$ cat src/rtl/pipe_pkg.sv
`default_nettype none
// ============================================================================
// Module   : pipe_pkg
// Purpose  : Shared types, constants and helpers for the 5-stage pipeline.
//            - fetch_state_t : fetch FSM states (IDLE, REQ, DISCARD)
//            - NOP_INSTR     : instruction word used for pipeline bubbles
//            - OPCODE/FUNCT field bit positions
//            - jump_target() : J-type target from PC+4 and instruction
// Revision : 1.0 - initial release
// ============================================================================
package pipe_pkg;

    typedef enum logic [1:0] {
        IDLE    = 2'd0,
        REQ     = 2'd1,
        DISCARD = 2'd2
    } fetch_state_t;

    localparam logic [31:0] NOP_INSTR  = 32'h0000_0000;

    localparam int          OPCODE_MSB = 31;
    localparam int          OPCODE_LSB = 26;
    localparam int          FUNCT_MSB  = 5;
    localparam int          FUNCT_LSB  = 0;

    // Region bits come from PC+4, the 26-bit index is a word index.
    function automatic logic [31:0] jump_target(input logic [31:0] pcplus4,
                                                input logic [31:0] instr);
        return {pcplus4[31:28], instr[25:0], 2'b00};
    endfunction

endpackage
`default_nettype wire

$ cat src/rtl/if_id_reg.sv
`default_nettype none
// ============================================================================
// Module   : if_id_reg
// Purpose  : IF/ID pipeline register. Flush beats stall; when nothing is
//            loaded the register fills with a bubble (NOP, PC+4 = 0, invalid).
// Ports    : clk, rst        - clock, synchronous active-high reset
//            i_flush         - load a bubble
//            i_stall         - hold current contents
//            i_load          - capture i_instr / i_pcplus4 as a valid entry
//            i_instr         - instruction from memory
//            i_pcplus4       - PC+4 of that instruction
//            o_instr         - instruction in decode
//            o_pcplus4       - PC+4 in decode
//            o_valid         - entry is a real instruction
// Revision : 1.0 - initial release
// ============================================================================
module if_id_reg
    import pipe_pkg::*;
(
    input  logic        clk,
    input  logic        rst,
    input  logic        i_flush,
    input  logic        i_stall,
    input  logic        i_load,
    input  logic [31:0] i_instr,
    input  logic [31:0] i_pcplus4,
    output logic [31:0] o_instr,
    output logic [31:0] o_pcplus4,
    output logic        o_valid
);

    always_ff @(posedge clk) begin
        if (rst || i_flush) begin
            o_instr   <= NOP_INSTR;
            o_pcplus4 <= 32'h0;
            o_valid   <= 1'b0;
        end else if (i_stall) begin
            // hold
        end else if (i_load) begin
            o_instr   <= i_instr;
            o_pcplus4 <= i_pcplus4;
            o_valid   <= 1'b1;
        end else begin
            o_instr   <= NOP_INSTR;
            o_pcplus4 <= 32'h0;
            o_valid   <= 1'b0;
        end
    end

endmodule
`default_nettype wire

$ cat src/rtl/fetch_stage.sv
`default_nettype none
// ============================================================================
// Module   : fetch_stage
// Purpose  : Instruction fetch stage with IF/ID register. Owns the PC, talks
//            to instruction memory over a ready handshake and applies
//            branch/jump redirects resolved in decode.
// Config   : IF_IMEM_WAIT_EN - when defined, IMReady is honoured and a
//            redirect during an outstanding request drains the wrong-path
//            response (DISCARD). When undefined memory is assumed to answer
//            every cycle and FetchBusy is tied low.
// Ports    : clk, rst               - clock, synchronous active-high reset
//            StallF / StallD        - hold PC / hold IF/ID
//            FlushD                 - bubble into IF/ID
//            PCSrcD, PCBranchD      - taken branch and its target
//            JumpD                  - jump in decode
//            IMAddr, IMReq          - memory request (registered)
//            IMRdata, IMReady       - memory response
//            InstrD, OpcodeD,
//            FunctD, PCPlus4D,
//            ValidD                 - decode-side view of IF/ID
//            FetchBusy              - request outstanding, not ready
// Revision : 1.0 - initial release
// ============================================================================
module fetch_stage
    import pipe_pkg::*;
#(
    parameter logic [31:0] RESET_PC = 32'h0000_0000
)
(
    input  logic        clk,
    input  logic        rst,
    input  logic        StallF,
    input  logic        StallD,
    input  logic        FlushD,
    input  logic        PCSrcD,
    input  logic [31:0] PCBranchD,
    input  logic        JumpD,
    output logic [31:0] IMAddr,
    output logic        IMReq,
    input  logic [31:0] IMRdata,
    input  logic        IMReady,
    output logic [31:0] InstrD,
    output logic [5:0]  OpcodeD,
    output logic [5:0]  FunctD,
    output logic [31:0] PCPlus4D,
    output logic        ValidD,
    output logic        FetchBusy
);

    fetch_state_t r_state;
    logic [31:0]  r_pcf;
    logic         r_imreq;

    logic         w_ready;
    logic         w_redirect;
    logic         w_deliver;
    logic [31:0]  w_target;
    logic [31:0]  w_pcplus4f;

`ifdef IF_IMEM_WAIT_EN
    logic [31:0]  r_redir_pc;

    assign w_ready   = IMReady;
    assign FetchBusy = r_imreq & ~IMReady;
`else
    logic         w_unused_imready;

    assign w_unused_imready = IMReady;
    assign w_ready          = 1'b1;
    assign FetchBusy        = 1'b0;
`endif

    // A stalled fetch stage ignores redirects entirely.
    assign w_redirect = (JumpD | PCSrcD) & ~StallF;
    assign w_target   = JumpD ? jump_target(PCPlus4D, InstrD) : PCBranchD;
    assign w_pcplus4f = r_pcf + 32'd4;

    // Only a response to a right-path request reaches decode.
    assign w_deliver  = (r_state == REQ) & w_ready & ~w_redirect;

    // The PC register doubles as the request address: it only changes when
    // the current request completes, which keeps IMAddr stable while waiting.
    assign IMAddr = r_pcf;
    assign IMReq  = r_imreq;

    always_ff @(posedge clk) begin
        if (rst) begin
            r_state    <= IDLE;
            r_pcf      <= RESET_PC;
            r_imreq    <= 1'b0;
`ifdef IF_IMEM_WAIT_EN
            r_redir_pc <= 32'h0;
`endif
        end else begin
            case (r_state)
                IDLE: begin
                    r_state <= REQ;
                    r_imreq <= 1'b1;
                end
                REQ: begin
                    if (w_ready) begin
                        if (w_redirect) begin
                            r_pcf <= w_target;
                        end else if (!StallF) begin
                            r_pcf <= w_pcplus4f;
                        end
                    end
`ifdef IF_IMEM_WAIT_EN
                    else if (w_redirect) begin
                        // Memory still owes us the old-path word; park the
                        // target until it arrives.
                        r_redir_pc <= w_target;
                        r_state    <= DISCARD;
                    end
`endif
                end
`ifdef IF_IMEM_WAIT_EN
                DISCARD: begin
                    if (w_ready) begin
                        // A redirect arriving with the response is the newest.
                        r_pcf   <= w_redirect ? w_target : r_redir_pc;
                        r_state <= REQ;
                    end else if (w_redirect) begin
                        r_redir_pc <= w_target;
                    end
                end
`endif
                default: begin
                    r_state <= IDLE;
                    r_imreq <= 1'b0;
                end
            endcase
        end
    end

    if_id_reg u_if_id_reg (
        .clk       (clk),
        .rst       (rst),
        .i_flush   (FlushD),
        .i_stall   (StallD),
        .i_load    (w_deliver),
        .i_instr   (IMRdata),
        .i_pcplus4 (w_pcplus4f),
        .o_instr   (InstrD),
        .o_pcplus4 (PCPlus4D),
        .o_valid   (ValidD)
    );

    assign OpcodeD = InstrD[OPCODE_MSB:OPCODE_LSB];
    assign FunctD  = InstrD[FUNCT_MSB:FUNCT_LSB];

endmodule
`default_nettype wire
$ cat config.mk
export PLATFORM = sky130hd
export DESIGN_NAME = fetch_stage
export DESIGN_NICKNAME = d
export VERILOG_FILES = /design/src/rtl/pipe_pkg.sv /design/src/rtl/if_id_reg.sv /design/src/rtl/fetch_stage.sv
export SDC_FILE = /design/constraint.sdc
export NUM_CORES = 1
export LEC_CHECK = 0
export CAP_MARGIN = 10
export CORE_UTILIZATION = 45
export DETAILED_ROUTE_END_ITERATION = 12
export PLACE_DENSITY = 0.82
export SYNTH_ARGS = -nofsm -noshare
export SYNTH_HDL_FRONTEND = slang
export SYNTH_SLANG_ARGS = --single-unit
$ cat constraint.sdc
create_clock -name clk -period 2.3 [get_ports clk]
set_input_delay 0.46 -clock clk [delete_from_list [all_inputs] [get_ports clk]]
set_output_delay 0.46 -clock clk [all_outputs]
set_load 0.01 [all_outputs]
# Yosys cells after proc, flatten, opt, wreduce, memory -nomap -nowiden
# Index checks and enable logic that the tools add are counted.
[word_totals] out_inout_bits=111 input_bits=72 ff_bits=100
[op_classes] add_sub_neg=1 bitwise_logic=5 n_eq_ne=2 n_reduce_logical=3 muxes=8
[op_table] cell="$mux 32" count=5
[op_table] cell="$add 32x3->32 const B" count=1
[op_table] cell="$pmux 2 s2" count=1
[op_table] cell="$and 1x1->1" count=2
[op_table] cell="$eq 2x1->1 const B" count=1
[op_table] cell="$logic_not 2->1" count=1
[op_table] cell="$ne 2x1->1 const B" count=1
[op_table] cell="$not 1->1" count=2
[op_table] cell="$pmux 1 s2" count=1
[op_table] cell="$reduce_and 2->1" count=1
[op_table] cell="$logic_or 1x1->1" count=1
[op_table] cell="$mux 1" count=1
[op_table] cell="$or 1x1->1" count=1

# Longest topological paths before layout
# Gate-level depths: netlist of run 1.
[depth] depth_word=5 ltp_mapped=8 mapped_depth_nobuf=6

# By module
# A second synthesis of run 1 with hierarchy kept.
[hier_totals] hier_cells=645 hier_area_um2=5456.5
[by_module_without_submodules] mod="if_id_reg" seq_area_each_um2=1301.2 area_per_inst_um2=2733.9 cells_per_inst=288 instances=1
[by_module_without_submodules] mod="fetch_stage" seq_area_each_um2=660.6 area_per_inst_um2=2722.6 cells_per_inst=357 instances=1

# Worst setup path before layout of run 1
# No wires, ideal clock.
[synth_timing] kind="reg2reg" from="reg r_pcf[2] (netlist: IMAddr[2])" to="reg r_pcf[26] (netlist: IMAddr[26])" t_arrival_ns=1.897 path_stages_with_launch=8 slack_ns=0.268 period_less_slack_ns=2.032 n_path_buf=1 required_ns=2.165 setup_time_ns=0.135 path_cell_list="dfxtp_1 ha_1 and3_1 nand2_1 buf_2 nor4_1 mux2i_1 o221ai_1"
[synth_between] elab_chain_cells=3
[synth_lines] item="start, declared" line="fetch_stage.sv:51" rtl="logic [31:0] r_pcf;"
[synth_lines] item="start signal, assigned" line="fetch_stage.sv:103" rtl="r_pcf <= w_target;"
[synth_lines] item="start signal, assigned" line="fetch_stage.sv:105" rtl="r_pcf <= w_pcplus4f;"
[synth_lines] item="$add 32x3->32" line="fetch_stage.sv:76" rtl="assign w_pcplus4f = r_pcf + 32'd4;"
[synth_lines] item="$mux 32" line="fetch_stage.sv:104" rtl="end else if (!StallF) begin"
[synth_lines] item="$mux 32" line="fetch_stage.sv:102" rtl="if (w_redirect) begin"
# Every way passes these cells. The select of a mux whose other input is x is not followed.
# A chain may end at the register's enable or synchronous reset.

# Worst setup path after layout of run 1
[layout_timing] from="reg r_pcf[2] (netlist: IMAddr[2])" to="reg r_pcf[22] (netlist: IMAddr[22])"
# Same word-level chain as after synthesis.

==> flow_metrics.env, run 1 <==
export IMPL_timing_setup_critical_path_class="flop to flop"
export IMPL_grt_util_met3_pct=6.13
export IMPL_multi_input_area_um2=2600
export IMPL_postSynthRegisterBits=98
export IMPL_synthMostInstantiatedCell="dfxtp_1"
export IMPL_starting_drt_drc_count=266
export IMPL_floorplan_initialDensity_pct=46.7
export IMPL_startpoint_type="flop"
export IMPL_gp_congestion=0.858
export IMPL_layout_cell_area_non_filler_um2=7130
export IMPL_insertion_delay_ps=380
export IMPL_groute_layer_met1_usage_pct=33.9
export IMPL_post_route_cells_drive_above_1_share_pct=10.6
export IMPL_grt_pass1_vias=5131
export IMPL_worstPathArrival_ps=2550
export IMPL_coreArea_um2=10400
export IMPL_number_of_buffers_inserted_by_port_buffering=180
export IMPL_end_kind="flop"
export IMPL_ctsResizeCount=0
export IMPL_cts_max_path_buffers=2
export IMPL_place_hpwl_um=11800
export IMPL_report_final_hold_viol_count=0
export IMPL_synth_flop_cell="dfxtp_1"
export IMPL_layout_filler_cell_count=850
export IMPL_top_usage_layer="met2"
export IMPL_grt_use_total_pct=28.8
export IMPL_cts_root_buffer="clkbuf_8"
export IMPL_final_setup_viol_count=0
export IMPL_path_max_fanout=5
export IMPL_cts_num_sinks=98
export IMPL_final_max_slew_violation_count=0
export IMPL_vias_per_cell=5.65
export IMPL_htree_levels=3
export IMPL_clkSlewWorstSetupHoldPaths_ps=100
export IMPL_drt_antenna_violating_nets=0
export IMPL_max_slew_margin_rel_pct=62.5
export IMPL_grt_overflow=0
export IMPL_yosysTopAreaCell="dfxtp_1"
export IMPL_synth_top_cells_by_count="dfxtp_1 (98), nor2_1 (74), nand2_1 (56)"
export IMPL_synth_yosys_warnings=0
export IMPL_rsz0062_at_grt="false"
export IMPL_tightestPinTransition_ps=557
export IMPL_synth_largest_type_area_fraction_pct=40.4
export IMPL_synth_edf_count=0
export IMPL_cts_made_buffers=9
export IMPL_antennaDiodeCount=0
export IMPL_wl_per_cell_um=17.7
export IMPL_p_per_area_nw_per_um2=492
export IMPL_tritoncts="built"
export IMPL_postCtsSetupRepairBufs=0
export IMPL_synth_top_cells_by_area="dfxtp_1 (40%), a22oi_1 (6.6%), mux2i_1 (6.4%), nor2_1 (5.7%), o21ai_0 (5.0%)"
export IMPL_floorplan_die_height_um=106
export IMPL_finalNetCount=834
export IMPL_antenna_found_initial=0
export IMPL_die_width_um=106
export IMPL_drv_max_cap_violation_count=0
export IMPL_largest_net_degree_at_the_start_of_global_routing=44
export IMPL_detailroute_via_count=5096
export IMPL_hp_class="flop to flop"
export IMPL_grt_pass1_wl_um=25500
export IMPL_remaining_drc_errors=0
export IMPL_grtUsageMet2_pct=51.2
export IMPL_area_growth_syn_to_layout_pct=46.7
export IMPL_synth_fp_nets=656
export IMPL_synth_cell_area_um2=4860
export IMPL_postPlaceCellArea_um2=6920
export IMPL_drtPass1Iterations=5
export IMPL_final_period_utilization_pct=96.9
export IMPL_achievable_frequency_mhz=449
export IMPL_cts_hold_buffers_added=0
export IMPL_syn_avg_cell_area_um2=8.34
export IMPL_asyncSetResetFlopFracSynth_pct=0
export IMPL_number_of_instances_in_the_synthesized_netlist=583
export IMPL_post_route_util_pct=68.5
export IMPL_fp_dieArea_um2=11200
export IMPL_cp_data_required_time_ps=2620
export IMPL_wl_um=16000
export IMPL_total_leakage_power_nw=2.50
export IMPL_ff_latch_area_um2=1960
export IMPL_synth_distinct_cells=55
export IMPL_vdd_ir_drop_max_v=0.000280
export IMPL_worst_clock_skew_on_the_final_layout_ps=7.70
export IMPL_setup_tns_ps=0
export IMPL_synth_seq_area_share_pct=40.4
export IMPL_io_pin_count=183
export IMPL_num_rows=37
export IMPL_run_status="complete, no violations"
export IMPL_finalWorstPathRequiredPeriod_ps=2230
==> cell families after synthesis <==
family,share of synthesized area (%)
flops,40.4
buf+inv,6.33
other cells,0.0771
compound gates,19.1
fa+ha+maj,0.257
xor+xnor,5.05
mux,7.08
simple gates,21.8
==> report_power, final <==
group	switching, W	leakage [nW]	internal, W	total (W)
logic	0.000237	1.60	0.000266	0.000503
clock network	0.000641	0.105	0.000610	0.00125
registers	0.0000311	0.792	0.00172	0.00175
total	0.000910	2.50	0.00260	0.00351
==> critical path, stage by stage (launching register included) <==
cell     delay, ps
dfxtp_1        370
ha_1           230
and3_1         230
nand2_1        190
or4_1          670
or3_1          350
a21oi_1        130
==> per-layer routing <==
layer | vias to the layer above | routed length [um]
li1 | 2432 | -
met1 | 2411 | 6360
met2 | 223 | 8060
met3 | 30 | 1170
met4 | 0 | 385
met5 | - | 0
==> cell usage in the layout (no fill, tap or decap), drive strengths merged, types with 3 or more instances in the layout <==
| cell | instances |
|---|---|
| or4 | 6 |
| clkbuf | 9 |
| o211ai | 3 |
| nand4 | 10 |
| nor2b | 3 |
| o221ai | 3 |
| nand2 | 56 |
| xor2 | 7 |
| clkinv | 4 |
| a2bb2oi | 4 |
| and4 | 5 |
| a21oi | 22 |
| buf | 49 |
| a31oi | 5 |
| clkdlybuf4s50 | 178 |
| and3 | 3 |
| mux2 | 3 |
| a22oi | 43 |
| mux2i | 31 |
| o21ai | 49 |
| inv | 3 |
| nor3 | 16 |
| or3 | 5 |
| nand3 | 18 |
| xnor2 | 21 |
| dfxtp | 98 |
| nor2 | 74 |
| nor4 | 11 |
==> final timing paths <==
path | start | end | depth (start not counted) | slack (ps)
worst max register to register | IMAddr[2]$_SDFFE_PP0P_ | IMAddr[22]$_SDFFE_PP0P_ | 6 | 70
worst max-delay path | IMAddr[2]$_SDFFE_PP0P_ | IMAddr[22]$_SDFFE_PP0P_ | 6 | 70
worst min-delay path | u_if_id_reg.o_pcplus4[26]$_SDFFE_PP0N_ | u_if_id_reg.o_pcplus4[26]$_SDFFE_PP0N_ | 2 | 470
worst min register to register | u_if_id_reg.o_pcplus4[26]$_SDFFE_PP0N_ | u_if_id_reg.o_pcplus4[26]$_SDFFE_PP0N_ | 2 | 470
==> state kept, by name (all words and copies together), names as in the netlist <==
register	flops
IMAddr	32
u_if_id_reg.o_instr	32
u_if_id_reg.o_pcplus4	32
IMReq	1
u_if_id_reg.o_valid	1
==> layout make-up <==
type	instances	area share (%)
Tap cell	136	2.39
Sequential cell	98	27.5
Clock buffer	9	1.74
Multi-Input combinational cell	421	36.4
Timing Repair Buffer	227	30.4
Inverter	4	0.210
Clock inverter	7	1.32
==> metrics by stage <==
step	cells	worst slack (ps)	hold slack [ps]	power, W
after global placement	886	-69.5	435	0.00228
after detailed placement	886	-138	451	0.00229
after CTS	902	96.6	472	0.00352
after floorplan	583	268	483	0.00201
after global routing	902	8.62	493	0.00364
final	902	70.6	465	0.00351
Note: power is estimated with default switching activity, not from simulation.
==> run 2: changes to the inputs <==
--- a/config.mk
+++ b/config.mk
@@ -8,7 +8,9 @@
 export CAP_MARGIN = 10
 export CORE_UTILIZATION = 45
 export DETAILED_ROUTE_END_ITERATION = 12
+export GPL_TIMING_DRIVEN = 0
 export PLACE_DENSITY = 0.82
+export RECOVER_POWER = 100
 export SYNTH_ARGS = -nofsm -noshare
 export SYNTH_HDL_FRONTEND = slang
 export SYNTH_SLANG_ARGS = --single-unit
==> run 2 against run 1 <==
  * Sequential share of layout area up 0.24 points
  * Fmax down 1.4%
  * Clock-buffer cell count up 2
  * Non-clock buffer count up 12
  * Wire length up 7.1%
  * Largest power group unchanged
  * Highest routed layer unchanged
==> flow_metrics.env, run 2 (synthesis gave the netlist of run 1 again) <==
export IMPL_remaining_drc_errors=0
export IMPL_final_setup_viol_count=0
export IMPL_path_max_fanout=12
export IMPL_worstPathArrival_ps=2480
export IMPL_cts_made_buffers=9
export IMPL_cts_num_sinks=98
export IMPL_finalNetCount=846
export IMPL_critical_path_endpoint="IMAddr[16]$_SDFFE_PP0P_"
export IMPL_layout_cell_area_non_filler_um2=7080
export IMPL_r2r_start="IMAddr[8]$_SDFFE_PP0P_"
export IMPL_grt_overflow=0
export IMPL_hp_class="flop to flop"
export IMPL_worst_clock_skew_on_the_final_layout_ps=13.3
export IMPL_num_rows=37
export IMPL_reg2regPathDepth=6
export IMPL_end_kind="flop"
export IMPL_path_depth=6
export IMPL_finalWorstPathRequiredPeriod_ps=2260
export IMPL_htree_levels=3
export IMPL_clkSlewWorstSetupHoldPaths_ps=90
export IMPL_largest_net_degree_at_the_start_of_global_routing=17
export IMPL_layout_filler_cell_count=866
export IMPL_fp_dieArea_um2=11200
export IMPL_grtUsageMet2_pct=51.7
export IMPL_power_switching_w=0.000909
export IMPL_tightestPinTransition_ps=950
export IMPL_internal_power_w=0.00239
export IMPL_cts_max_path_buffers=2
export IMPL_cts_root_buffer="clkbuf_8"
export IMPL_drt_antenna_violating_nets=0
export IMPL_die_width_um=106
export IMPL_timing_critical_path_slowest_cell_delay_ps=670
export IMPL_drv_max_cap_violation_count=0
export IMPL_grt_pass1_wl_um=27100
export IMPL_worstReg2RegEnd="IMAddr[31]$_SDFFE_PP0P_"
export IMPL_grt_pass1_vias=5304
export IMPL_gp_congestion=0.904
export IMPL_pwr_share_seq_pct=53.3
export IMPL_report_final_hold_viol_count=0
export IMPL_p_per_area_nw_per_um2=466
export IMPL_timing_setup_critical_path_class="primary input to flop"
export IMPL_run_status="complete, no violations"
export IMPL_insertion_delay_ps=370
export IMPL_rsz0062_at_grt="true"
export IMPL_achievable_frequency_mhz=442
export IMPL_layout_cells_most_common_list="clkdlybuf4s50_1 (102), dfxtp_1 (95), dlygate4sd3_1 (75)"
export IMPL_top_usage_layer="met2"
export IMPL_place_hpwl_um=12700
export IMPL_numPlacedInstances=896
export IMPL_cp_data_required_time_ps=2520
export IMPL_total_leakage_power_nw=2.73
export IMPL_area_growth_syn_to_layout_pct=45.7
export IMPL_timing_critical_path_max_delay_family="buffers and inverters"
export IMPL_detailroute_via_count=5326
export IMPL_io_pin_count=183
export IMPL_layout_cells_non_filler=914
export IMPL_tritoncts="built"
export IMPL_wl_um=17100
export IMPL_starting_drt_drc_count=345
export IMPL_power_combinational_fraction_pct=14.7
export IMPL_crit_slowest_cell="clkdlybuf4s50_1"
export IMPL_post_route_cells_drive_above_1_share_pct=9.38
export IMPL_grt_use_total_pct=30.9
export IMPL_antenna_found_initial=0
export IMPL_grt_util_met3_pct=6.07
export IMPL_setup_tns_ps=0
export IMPL_worstPathBufferInverterCount=2
export IMPL_max_slew_margin_rel_pct=36.7
export IMPL_startpoint_type="primary input"
export IMPL_final_max_slew_violation_count=0
export IMPL_vias_per_cell=5.83
export IMPL_antennaDiodeCount=0
export IMPL_drtPass1Iterations=6
export IMPL_final_period_utilization_pct=98.3
export IMPL_coreArea_um2=10400
export IMPL_number_of_buffers_inserted_by_port_buffering=177
export IMPL_clockPowerShare_pct=32.0
export IMPL_final_common_cell="clkdlybuf4s50_1"
export IMPL_postPlaceCellArea_um2=6800
export IMPL_floorplan_initialDensity_pct=46.7
export IMPL_rrSetupSlack_ps=70
export IMPL_path_cells="clkdlybuf4s50_1 > o21ba_2 > clkbuf_1 > o21ai_0 > a2bb2oi_1 > nor2_1"
export IMPL_critical_path_startpoint="PCSrcD"
export IMPL_switching_share_pct=27.5
export IMPL_post_route_util_pct=68.0
export IMPL_vdd_ir_drop_max_v=0.000331
export IMPL_floorplan_die_height_um=106
export IMPL_wl_per_cell_um=18.7
export IMPL_groute_layer_met1_usage_pct=38.2
==> run 2: repair_timing <==
item                                    4_1_cts  5_1_grt
endpoints found under the setup margin       49       58
gates resized for setup                       9       18
setup buffers                                 1        3
pin swaps                                     1        1
hold buffers                                  0        0
==> run 2: power by group through the flow <==
stage          Combinational, W  Clock [W]  Sequential (W)
2_1_floorplan          0.000207          0         0.00180
3_3_place_gp           0.000474          0         0.00180
3_5_place_dp           0.000482          0         0.00180
4_1_cts                0.000484    0.00107         0.00176
5_1_grt                0.000520    0.00115         0.00176
6_report               0.000486    0.00106         0.00176
==> run 2: final cells by class <==
cell class / count / area (um2) / area share, %
clock inverter: 5 / 38.8 / 0.548
inverter: 4 / 15.0 / 0.212
tap: 136 / 170 / 2.40
clock buffer: 11 / 141 / 2.00
timing repair buffer: 181 / 1800 / 25.4
sequential: 98 / 1970 / 27.7
multi-input combinational: 421 / 2660 / 37.5
buffer: 58 / 295 / 4.17
==> run 2: layer usage <==
metal / up-vias / wire, um
li1: 2467 / -
met1: 2502 / 6610
met2: 301 / 8310
met3: 56 / 1530
met4: 0 / 654
met5: - / 0
==> run 2: worst min-delay path: stages (launching register included) <==
cell and delay [ps]:
dfxtp_1 340, nand2_1 40, o21ai_0 60
==> run 2: worst min-delay path by stage <==
stage	startpoint	endpoint	slack, ps	depth (start not counted)
floorplan	u_if_id_reg.o_pcplus4[23]$_SDFFE_PP0N_	u_if_id_reg.o_pcplus4[23]$_SDFFE_PP0N_	480	2
global placement	u_if_id_reg.o_pcplus4[18]$_SDFFE_PP0N_	u_if_id_reg.o_pcplus4[18]$_SDFFE_PP0N_	440	2
detailed placement	u_if_id_reg.o_pcplus4[15]$_SDFFE_PP0N_	u_if_id_reg.o_pcplus4[15]$_SDFFE_PP0N_	450	2
CTS	u_if_id_reg.o_pcplus4[15]$_SDFFE_PP0N_	u_if_id_reg.o_pcplus4[15]$_SDFFE_PP0N_	470	2
global route	u_if_id_reg.o_pcplus4[23]$_SDFFE_PP0N_	u_if_id_reg.o_pcplus4[23]$_SDFFE_PP0N_	490	2
finish	u_if_id_reg.o_pcplus4[15]$_SDFFE_PP0N_	u_if_id_reg.o_pcplus4[15]$_SDFFE_PP0N_	460	2
==> run 2: stage by stage <==
step | power (W) | setup slack (ps) | hold WS (ps)
floorplan | 0.00201 | 268 | 483
global placement | 0.00227 | -588 | 438
detailed placement | 0.00228 | -647 | 447
CTS | 0.00331 | 15.4 | 471
global route | 0.00344 | -4.47 | 490
finish | 0.00330 | 39.4 | 464
